**src/rtl/reu_xfer_seq_pkg.sv**
```systemverilog
// Shared definitions for the REU transfer sequencer.
// Holds the transfer-type codes, the sequencer state encoding and the
// bundle of single-cycle strobes that the sequencer registers each cycle.
`timescale 1ns/1ps
package reu_xfer_seq_pkg;

    typedef enum logic [1:0] {
        STASH  = 2'b00,   // C64 -> REU
        FETCH  = 2'b01,   // REU -> C64
        SWAP   = 2'b10,   // exchange, two cycles per byte
        VERIFY = 2'b11    // compare, stop on first difference
    } xfer_type_e;

    typedef enum logic [2:0] {
        ST_IDLE   = 3'd0,
        ST_ARM    = 3'd1,
        ST_SETUP  = 3'd2,
        ST_XFER   = 3'd3,
        ST_SWAPWR = 3'd4,
        ST_DONE   = 3'd5
    } state_e;

    typedef struct packed {
        logic c64_rd;
        logic c64_wr;
        logic ram_rd;
        logic ram_wr;
        logic next_ca;
        logic next_reua;
        logic verify_err;
    } strobe_t;

endpackage

```
**src/rtl/reu_swap_latch.sv**
```systemverilog
// Dual 8-bit capture register holding both sides of a swap byte.
// Latency: captures on the falling PHI2 edge when load is high, else holds.
// Ports: clk/reset, load enable, C64 and RAM data in, captured copies out.
`timescale 1ns/1ps
module reu_swap_latch (
    input  logic       clk,
    input  logic       reset,
    input  logic       load,
    input  logic [7:0] c64_d,
    input  logic [7:0] ram_d,
    output logic [7:0] c64_q,
    output logic [7:0] ram_q
);

    always_ff @(negedge clk) begin
        if (reset) begin
            c64_q <= 8'h00;
            ram_q <= 8'h00;
        end else if (load) begin
            c64_q <= c64_d;
            ram_q <= ram_d;
        end
    end

endmodule

```
**src/rtl/reu_xfer_seq.sv**
```systemverilog
// REU DMA transfer sequencer: stash / fetch / swap / verify byte engine.
// Latency: strobes and data are registered on negedge PHI2 and appear for the
//   cycle after the edge that performed the byte; BA=0 stalls with no strobes.
// Ports: PHI2/Reset, command bits (ExecuteEN, FF00DecodeEN, XferType, Fix*),
//   Length1, CPUWrFF00, BA, read data in; nDMA, bus strobes, write data,
//   Next* address pulses, VerifyErr, Busy out.
`timescale 1ns/1ps
module reu_xfer_seq
    import reu_xfer_seq_pkg::*;
(
    input  logic       PHI2,
    input  logic       Reset,
    input  logic       ExecuteEN,
    input  logic       FF00DecodeEN,
    input  logic [1:0] XferType,
    input  logic       Length1,
    input  logic       FixCA,
    input  logic       FixREUA,
    input  logic       CPUWrFF00,
    input  logic       BA,
    input  logic [7:0] C64DIn,
    input  logic [7:0] RAMDIn,
    output logic       nDMA,
    output logic       C64RD,
    output logic       C64WR,
    output logic       RAMRD,
    output logic       RAMWR,
    output logic [7:0] C64DOut,
    output logic [7:0] RAMDOut,
    output logic       NextCA,
    output logic       NextREUA,
    output logic       VerifyErr,
    output logic       Busy
);

    state_e     state, state_nxt;
    strobe_t    strb, strb_nxt;
    logic [7:0] c64_dout, ram_dout, c64_dout_nxt, ram_dout_nxt;
    logic [7:0] lat_c64, lat_ram;
    logic       latch_load, byte_done, mismatch;
    xfer_type_e xfer;

    assign xfer     = xfer_type_e'(XferType);
    assign mismatch = (C64DIn != RAMDIn);

    reu_swap_latch u_swap_latch (
        .clk   (PHI2),
        .reset (Reset),
        .load  (latch_load),
        .c64_d (C64DIn),
        .ram_d (RAMDIn),
        .c64_q (lat_c64),
        .ram_q (lat_ram)
    );

    // State and output registers; all updates happen on the falling edge.
    always_ff @(negedge PHI2) begin
        if (Reset) begin
            state    <= ST_IDLE;
            strb     <= '0;
            c64_dout <= 8'h00;
            ram_dout <= 8'h00;
        end else begin
            state    <= state_nxt;
            strb     <= strb_nxt;
            c64_dout <= c64_dout_nxt;
            ram_dout <= ram_dout_nxt;
        end
    end

    // Next-state logic. An abort (ExecuteEN low) wins over a BA stall since
    // it produces no bus activity either way. SWAPWR cannot be aborted so a
    // half-swapped byte is always written back to both sides.
    always_comb begin
        state_nxt = state;
        case (state)
            ST_IDLE: begin
                if (ExecuteEN) state_nxt = FF00DecodeEN ? ST_ARM : ST_SETUP;
            end
            ST_ARM: begin
                if (!ExecuteEN)     state_nxt = ST_DONE;
                else if (CPUWrFF00) state_nxt = ST_SETUP;
            end
            ST_SETUP: begin
                if (!ExecuteEN) state_nxt = ST_DONE;
                else if (BA)    state_nxt = ST_XFER;
            end
            ST_XFER: begin
                if (!ExecuteEN) begin
                    state_nxt = ST_DONE;
                end else if (BA) begin
                    if (xfer == SWAP)                    state_nxt = ST_SWAPWR;
                    else if (xfer == VERIFY && mismatch) state_nxt = ST_DONE;
                    else if (Length1)                    state_nxt = ST_DONE;
                end
            end
            ST_SWAPWR: begin
                if (BA) state_nxt = Length1 ? ST_DONE : ST_XFER;
            end
            ST_DONE: state_nxt = ST_IDLE;
            default: state_nxt = ST_IDLE;
        endcase
    end

    // Output logic: computes what the registered strobes/data carry for the
    // cycle after this edge. Data outputs hold their last written value.
    always_comb begin
        strb_nxt     = '0;
        c64_dout_nxt = c64_dout;
        ram_dout_nxt = ram_dout;
        latch_load   = 1'b0;
        byte_done    = 1'b0;
        if (state == ST_XFER && ExecuteEN && BA) begin
            case (xfer)
                STASH: begin
                    strb_nxt.c64_rd = 1'b1;
                    strb_nxt.ram_wr = 1'b1;
                    ram_dout_nxt    = C64DIn;
                    byte_done       = 1'b1;
                end
                FETCH: begin
                    strb_nxt.ram_rd = 1'b1;
                    strb_nxt.c64_wr = 1'b1;
                    c64_dout_nxt    = RAMDIn;
                    byte_done       = 1'b1;
                end
                SWAP: begin
                    strb_nxt.c64_rd = 1'b1;
                    strb_nxt.ram_rd = 1'b1;
                    latch_load      = 1'b1;
                end
                default: begin
                    strb_nxt.c64_rd = 1'b1;
                    strb_nxt.ram_rd = 1'b1;
                    if (mismatch) strb_nxt.verify_err = 1'b1;
                    else          byte_done           = 1'b1;
                end
            endcase
        end else if (state == ST_SWAPWR && BA) begin
            strb_nxt.c64_wr = 1'b1;
            strb_nxt.ram_wr = 1'b1;
            c64_dout_nxt    = lat_ram;
            ram_dout_nxt    = lat_c64;
            byte_done       = 1'b1;
        end
        strb_nxt.next_ca   = byte_done && !FixCA;
        strb_nxt.next_reua = byte_done && !FixREUA;
    end

    assign C64RD     = strb.c64_rd;
    assign C64WR     = strb.c64_wr;
    assign RAMRD     = strb.ram_rd;
    assign RAMWR     = strb.ram_wr;
    assign NextCA    = strb.next_ca;
    assign NextREUA  = strb.next_reua;
    assign VerifyErr = strb.verify_err;
    assign C64DOut   = c64_dout;
    assign RAMDOut   = ram_dout;
    assign nDMA      = !(state == ST_SETUP || state == ST_XFER || state == ST_SWAPWR);
    assign Busy      = (state != ST_IDLE);

endmodule
```
**config.mk**
```make
export PLATFORM = sky130hd
export DESIGN_NAME = reu_xfer_seq
export DESIGN_NICKNAME = d
export VERILOG_FILES = /design/src/rtl/reu_xfer_seq_pkg.sv /design/src/rtl/reu_swap_latch.sv /design/src/rtl/reu_xfer_seq.sv
export SDC_FILE = /design/constraint.sdc
export NUM_CORES = 1
export LEC_CHECK = 0
export BUFFER_PORTS_ARGS = -buffer_cell sky130_fd_sc_hd__buf_2
export CAP_MARGIN = 0
export CORE_MARGIN = 3
export CORE_UTILIZATION = 25
export CTS_BUF_LIST = sky130_fd_sc_hd__clkbuf_16
export CTS_CLUSTER_SIZE = 20
export DETAILED_ROUTE_END_ITERATION = 10
export SYNTH_ARGS = -nofsm -noshare
export SYNTH_HDL_FRONTEND = slang
export SYNTH_SLANG_ARGS = --single-unit
```
**constraint.sdc**
```tcl
create_clock -name PHI2 -period 1.79 [get_ports PHI2]
set_input_delay 0.2685 -clock PHI2 [delete_from_list [all_inputs] [get_ports PHI2]]
set_output_delay 0.2685 -clock PHI2 [all_outputs]
set_load 0.02 [all_outputs]
```
==> results of run 1 <==
[worst max-delay path: stages (launching register included)]
cell	delay [ns]
dfxtp_4	0.35
and2b_2	0.24
nor2_4	0.08
buf_6	0.11
[state kept, by name, indices dropped and copies added, names as in the netlist, 3 cells and up]
register	count
u_swap_latch.c64_q	8
u_swap_latch.ram_q	8
RAMDOut	8
state	3
C64DOut	8
[what timing repair did]
action / CTS / global route
hold buffers: 0 / 0
gates resized for setup: 136 / 19
gates cloned: 6 / 0
setup endpoints to repair: 66 / 65
setup buffers: 12 / 9
pin swaps: 39 / 18
[worst paths after layout]
check / start / end / slack (ns) / cells past startpoint
worst max register to register: state[2] / u_swap_latch.ram_q[1] / 0.03 / 9
worst max-delay path: state[2] / nDMA / -0.52 / 3
worst min-delay path: u_swap_latch.c64_q[4] / RAMDOut[4] / 0.47 / 2
worst min register to register: u_swap_latch.c64_q[4] / RAMDOut[4] / 0.47 / 2
[power breakdown]
group	internal [mW]	switching, mW	total (mW)
logic	0.887	0.699	1.59
clock network	0.641	0.616	1.26
registers	1.06	0.0933	1.15
[placed cells by master, fill, tap and decap left out, drive strengths merged, types with 2 or more instances in the layout]
cell type / instances
mux2i: 18
xnor2: 8
o21ai: 3
a21o: 2
inv: 49
or2: 2
a21oi: 3
ha: 5
nand4: 2
clkbuf: 5
and2: 2
nand2: 35
dfxtp: 42
a311oi: 16
nor2: 41
nor2b: 2
buf: 124
nor3: 4
nand3: 2
[cells by family after synthesis]
| kind of cell | Yosys count | synth area share [%] |
|---|---|---|
| AND/OR/NAND/NOR | 97 | 21.51 |
| flip-flops | 42 | 42.50 |
| AO/OA/AOI/OAI | 31 | 12.52 |
| buffers and inverters | 21 | 6.577 |
| multiplexers | 19 | 9.677 |
| XOR/XNOR | 8 | 3.542 |
| adder cells (fa/ha/maj) | 6 | 3.669 |
[final cells by class]
class | count | area, sq um
clock inverter | 45 | 176.4
fill | 704 | 3520
clock buffer | 5 | 125.1
inverter | 5 | 21.27
timing repair buffer | 124 | 1264
sequential | 42 | 878.3
tap | 99 | 123.9
multi-input combinational | 161 | 1339
[metrics by stage]
stage	TNS, ns	setup WS [ns]
6_report	-11.82	-0.5196
5_1_grt	-14.38	-0.5633
4_1_cts	-11.82	-0.5359
3_5_place_dp	-22.77	-0.8604
3_3_place_gp	-22.37	-0.7838
2_1_floorplan	-20.42	-0.6465
[per-layer routing]
metal	wire length, microns	global-route usage (%)	share of wire (%)	up-vias
met5	0	0	0	-
li1	-	-	-	1081
met3	402	6.056	5.9	6
met2	3545	25.66	52	60
met4	70	6.130	1.0	0
met1	2771	18.04	41	1049
==> results.md, run 1 <==
* Final non-filler cell area at 3928 sq um
* WHS at 0.4707 ns
* Crit start category: flop
* Synth Instances at 224
* # diodes at 0
* Initial antenna violation count at 0
* Core area at 7447 sq um
* Initial core utilization at 26.56%
* Width of the die at 94.95 microns
* Nets at 413
* Maximum VDD drop at 452.9 uV
* First-pass GRT wire length at 10.75 mm
* Synth Flop Type: dfxtp_1
* Unique masters post-synth at 41
* Grt total ovfl at 0
* Most common cell in the netlist: dfxtp_1
* Clk pin slew, worst setup/hold paths at 0.04 ns
* Fin. Hold Viols at 0
* DR vias at 2,196
* CTS tree: yes
* Core Util, Final at 52.74%
* Max cap viols at 0
* Slew @ Worst Pin at 0.2817 ns
* Syn Nets at 256
* Largest net degree at the start of global routing at 22
* Clock sinks at 42
* Drt drc at 0
* Status: finished with violations
* Vias in the first global route at 2,287
* Max clock buf depth at 2
* LEAKAGE at 1.872 nW
* Antenna Nets Post-Route at 0
* Final worst slack at -0.5196 ns
* Post-synth EDFFs at 0
* CTS buffer count at 5
* Clk_lat worst skew at 0.36 ns
* Drt via density at 4.565
* Share of layout cells above drive strength 1 at 56.54%
* Slew headroom at 81.14%
* Post-synthesis cell area at 1978 sq um
* Largest cells by area after synthesis: dfxtp_1 (43%), mux2i_1 (9.1%), nor2_1 (7.6%)
* Final Non-Filler Cells at 481
* Final Total Pwr at 3.998 mW
* I/O Buffers at 51
* Max FO, Critical Path at 4
* Iter 0 DRT Violations at 77
* Sequential area share after synthesis at 42.50%
* RSZ-0062 raised after global routing: yes
* Final HPWL DP at 4.097 mm
* Drt pass-1 iters at 4
* PD cells at 1018 nW/um^2
* Asr flop ratio synth at 0%
* Cell total after placement at 407
* Worst setup path category: flop to output port
* Total wire length at 6.790 mm
* Row cnt at 31
* Layout Skew at 0.01537 ns
* Synthesized flop and latch total at 42
* Total track usage at 15.54%
* Htree depth at 2
* DP Area at 2784 sq um
* Yosys warning count at 0
* Layout area overhead at 98.55%
* Top-Level Pins at 52
* Worst path required time at 1.52 ns
* Routed len/inst at 14.12 microns
* Die area at 9016 sq um
* Crit end category: output port
* Synth top area share at 42.50%
* Failing checks: setup timing
* CP arrival at 2.04 ns
* GP Congestion at 0.8174
* Top cell type by total area after synthesis: dfxtp_1
* Final setup fails at 65
* Root Buffer: clkbuf_16
* Hold Crit Class: flop to flop
* Final Slew Violations at 0
* Syn_area_per_cell at 8.831 sq um
* Die Span Y at 94.95 microns
* Top post-synthesis cells by count: dfxtp_1 (42), nor2_1 (40), nand2_1 (34)
No activity file was read; power rests on OpenSTA's default activity.
==> run 2, diff against run 1 <==
- RECOVER_POWER: unset -> 50
==> run 2 against run 1 <==
Net effect:
- cell area decreased by 0.19%
- critical path depth unchanged
- global-route usage unchanged
- highest routed layer unchanged
- worst setup slack lost 0.0030 ns
- clock skew about the same
- first-iteration DRC count shrank 6.5%
- die area is the same
- clock power barely moved
- combinational power about the same
- the flow still finishes with violations (setup timing)
- via count is essentially flat
==> results.md, run 2 (synthesis results as in run 1) <==
* GP Congestion at 0.8174 (unchanged)
* Cell internal pwr at 2.588 mW (about the same)
* Root Buffer: clkbuf_16
* Iter 0 DRT Violations at 72 (-6.5%)
* PD cells at 1018 nW/um^2 (about the same)
* Hold_sp: u_swap_latch.c64_q[4]
* Drt pass-1 iters at 4 (unchanged)
* Drt drc at 0 (unchanged)
* Cell family with most CP delay: flip-flops
* Status: finished with violations
* FILL cells at 704 (unchanged)
* Critical-path top delay cell: dfxtp_4
* Met3 Track Usage GR at 6.056% (unchanged)
* Clk_lat worst skew at 0.36 ns (about the same)
* CTS tree: yes
* Power share of the clock group at 31.5% (about the same)
* Total wire length at 6.781 mm (-0.13%)
* Slew @ Worst Pin at 0.2818 ns (+0.0001074 ns)
* Sw Share at 35.16% (-0.083 points)
* Reg power frac at 29.0% (about the same)
* Fin. Hold Viols at 0 (unchanged)
* Comb power frac at 39.6% (about the same)
* Clock sinks at 42 (unchanged)
* CP peak stage delay at 0.36 ns (about the same)
* Hold Crit Depth at 2 (unchanged)
* DR vias at 2,197 (+0.046%)
* Antenna Nets Post-Route at 0 (unchanged)
* GRT met1 Usage at 18.04% (unchanged)
* Final HPWL DP at 4.097 mm (unchanged)
* Drt via density at 4.568 (about the same)
* Worst r2r path cells at 9 (unchanged)
* CTS buffer count at 5 (unchanged)
* Total track usage at 15.54% (unchanged)
* Final Slew Violations at 0 (unchanged)
* Layout area overhead at 98.17%
* Net switching power at 1.403 mW (-0.42%)
* Layout Skew at 0.01539 ns (+0.00001930 ns)
* Reg2reg end: u_swap_latch.ram_q[1]
* Commonest non-fill, non-tap cell in the layout: buf_4
* Die Span Y at 94.95 microns (unchanged)
* Pre-CTS setup slack at -0.8604 ns (unchanged)
* Share of layout cells above drive strength 1 at 56.54% (unchanged)
* RSZ-0062 raised after global routing: yes
* Width of the die at 94.95 microns (unchanged)
* I/O Buffers at 51 (unchanged)
* Maximum VDD drop at 453.1 uV (about the same)
* # diodes at 0 (unchanged)
* Final setup fails at 65 (unchanged)
* Core area at 7447 sq um (unchanged)
* Worst setup path startpoint: state[2]
* Worst setup path category: flop to output port
* Crit start category: flop
* Routed len/inst at 14.10 microns (-0.13%)
* Row cnt at 31 (unchanged)
* Met2 usage at 25.66% (unchanged)
* CP arrival at 2.04 ns (about the same)
* Grt total ovfl at 0 (unchanged)
* Initial antenna violation count at 0 (unchanged)
* Final worst slack at -0.5226 ns (-0.002961 ns)
* First-pass GRT wire length at 10.75 mm (unchanged)
* Die area at 9016 sq um (unchanged)
* Hold Path End: RAMDOut[4]
* Bufs and invs on worst path at 1 (unchanged)
* Vias in the first global route at 2,287 (unchanged)
* R2r setup slk at 0.04 ns (about the same)
* Top-Level Pins at 52 (unchanged)
* Largest net degree at the start of global routing at 22 (unchanged)
* Hold buffers post-CTS at 0 (unchanged)
* Nets at 413 (unchanged)
* Max clock buf depth at 2 (unchanged)
* Max FO, Critical Path at 4 (unchanged)
* FF-to-FF Start: state[2]
* Worst path required time at 1.52 ns (about the same)
* LEAKAGE at 1.871 nW (about the same)
* Cell Chain, Critical Path: and2b_2 -> nor2_4 -> buf_6
* Failing checks: setup timing
* Crit end category: output port
* Htree depth at 2 (unchanged)
* Hold Crit Class: flop to flop
* Final Total Pwr at 3.991 mW (-0.18%)
* Clk pin slew, worst setup/hold paths at 0.04 ns (about the same)
* Global route hottest layer: met2
* Slew headroom at 81.13% (about the same)
* Max cap viols at 0 (unchanged)
* Most frequent cells in the layout: buf_4 (51), inv_1 (45), buf_6 (42)
* Initial core utilization at 26.56% (unchanged)
[run 2: changes by cell type in the layout (fill, tap and decap cells not counted)]
cell,previous run,this run
nand3_4,1,0
nand3_2,0,1
[run 2: area by class of cell]
class	instances	area (sq um)	share of cell area, %
multi-input combinational	161	1331	33.96
tap	99	123.9	3.160
clock inverter	45	176.4	4.500
timing repair buffer	124	1264	32.24
clock buffer	5	125.1	3.192
inverter	5	21.27	0.5426
sequential	42	878.3	22.41
[run 2: power groups by stage]
stage          Combinational [mW]  Clock (mW)  Sequential (mW)
4_1_cts                      1.50        1.30             1.15
5_1_grt                      1.69        1.42             1.16
2_1_floorplan               0.633       0.146             1.19
3_3_place_gp                 1.12       0.146             1.13
6_report                     1.58        1.26             1.16
3_5_place_dp                 1.14       0.146             1.13
[run 2: worst max path at each step]
stage                     endpoint  depth (start not counted)
after floorplan           state[2]                          5
after global placement    state[2]                          6
after detailed placement  state[2]                          6
after CTS                     nDMA                          3
after global routing          nDMA                          3
final                         nDMA                          3
[run 2: through the flow]
step           utilization, %  instances  cell area (sq um)  TNS, ns  hold WS [ns]
3_5_place_dp            37.38        407               2784   -22.77        0.4703
5_1_grt                 52.64        481               3920   -14.48        0.4947
2_1_floorplan               -        224               2105   -20.42        0.4580
3_3_place_gp            37.38        407               2784   -22.37        0.4640
4_1_cts                 51.16        474               3810   -11.82        0.4662
6_report                52.64        481               3920   -11.87        0.4714
[run 2: what timing repair did]
item | CTS | global route
gates resized for setup | 136 | 19
pin swaps | 39 | 18
setup buffers | 12 | 9
gates cloned | 6 | 0
setup endpoints to repair | 66 | 65
[run 2: metal layers]
metal  part of all wire [%]  up-vias
met5                      0        -
met4                    1.0        0
met3                    5.9        6
met2                     52       60
met1                     41     1049
li1                       -     1082
[run 2: worst reg2reg max path, cell delays in order (launching register included)]
cell,delay (ns)
dfxtp_4,0.36
and2b_2,0.24
buf_4,0.15
and3_4,0.20
buf_6,0.13
nand2_8,0.07
buf_12,0.11
buf_12,0.12
mux2i_2,0.20
nor2_1,0.06
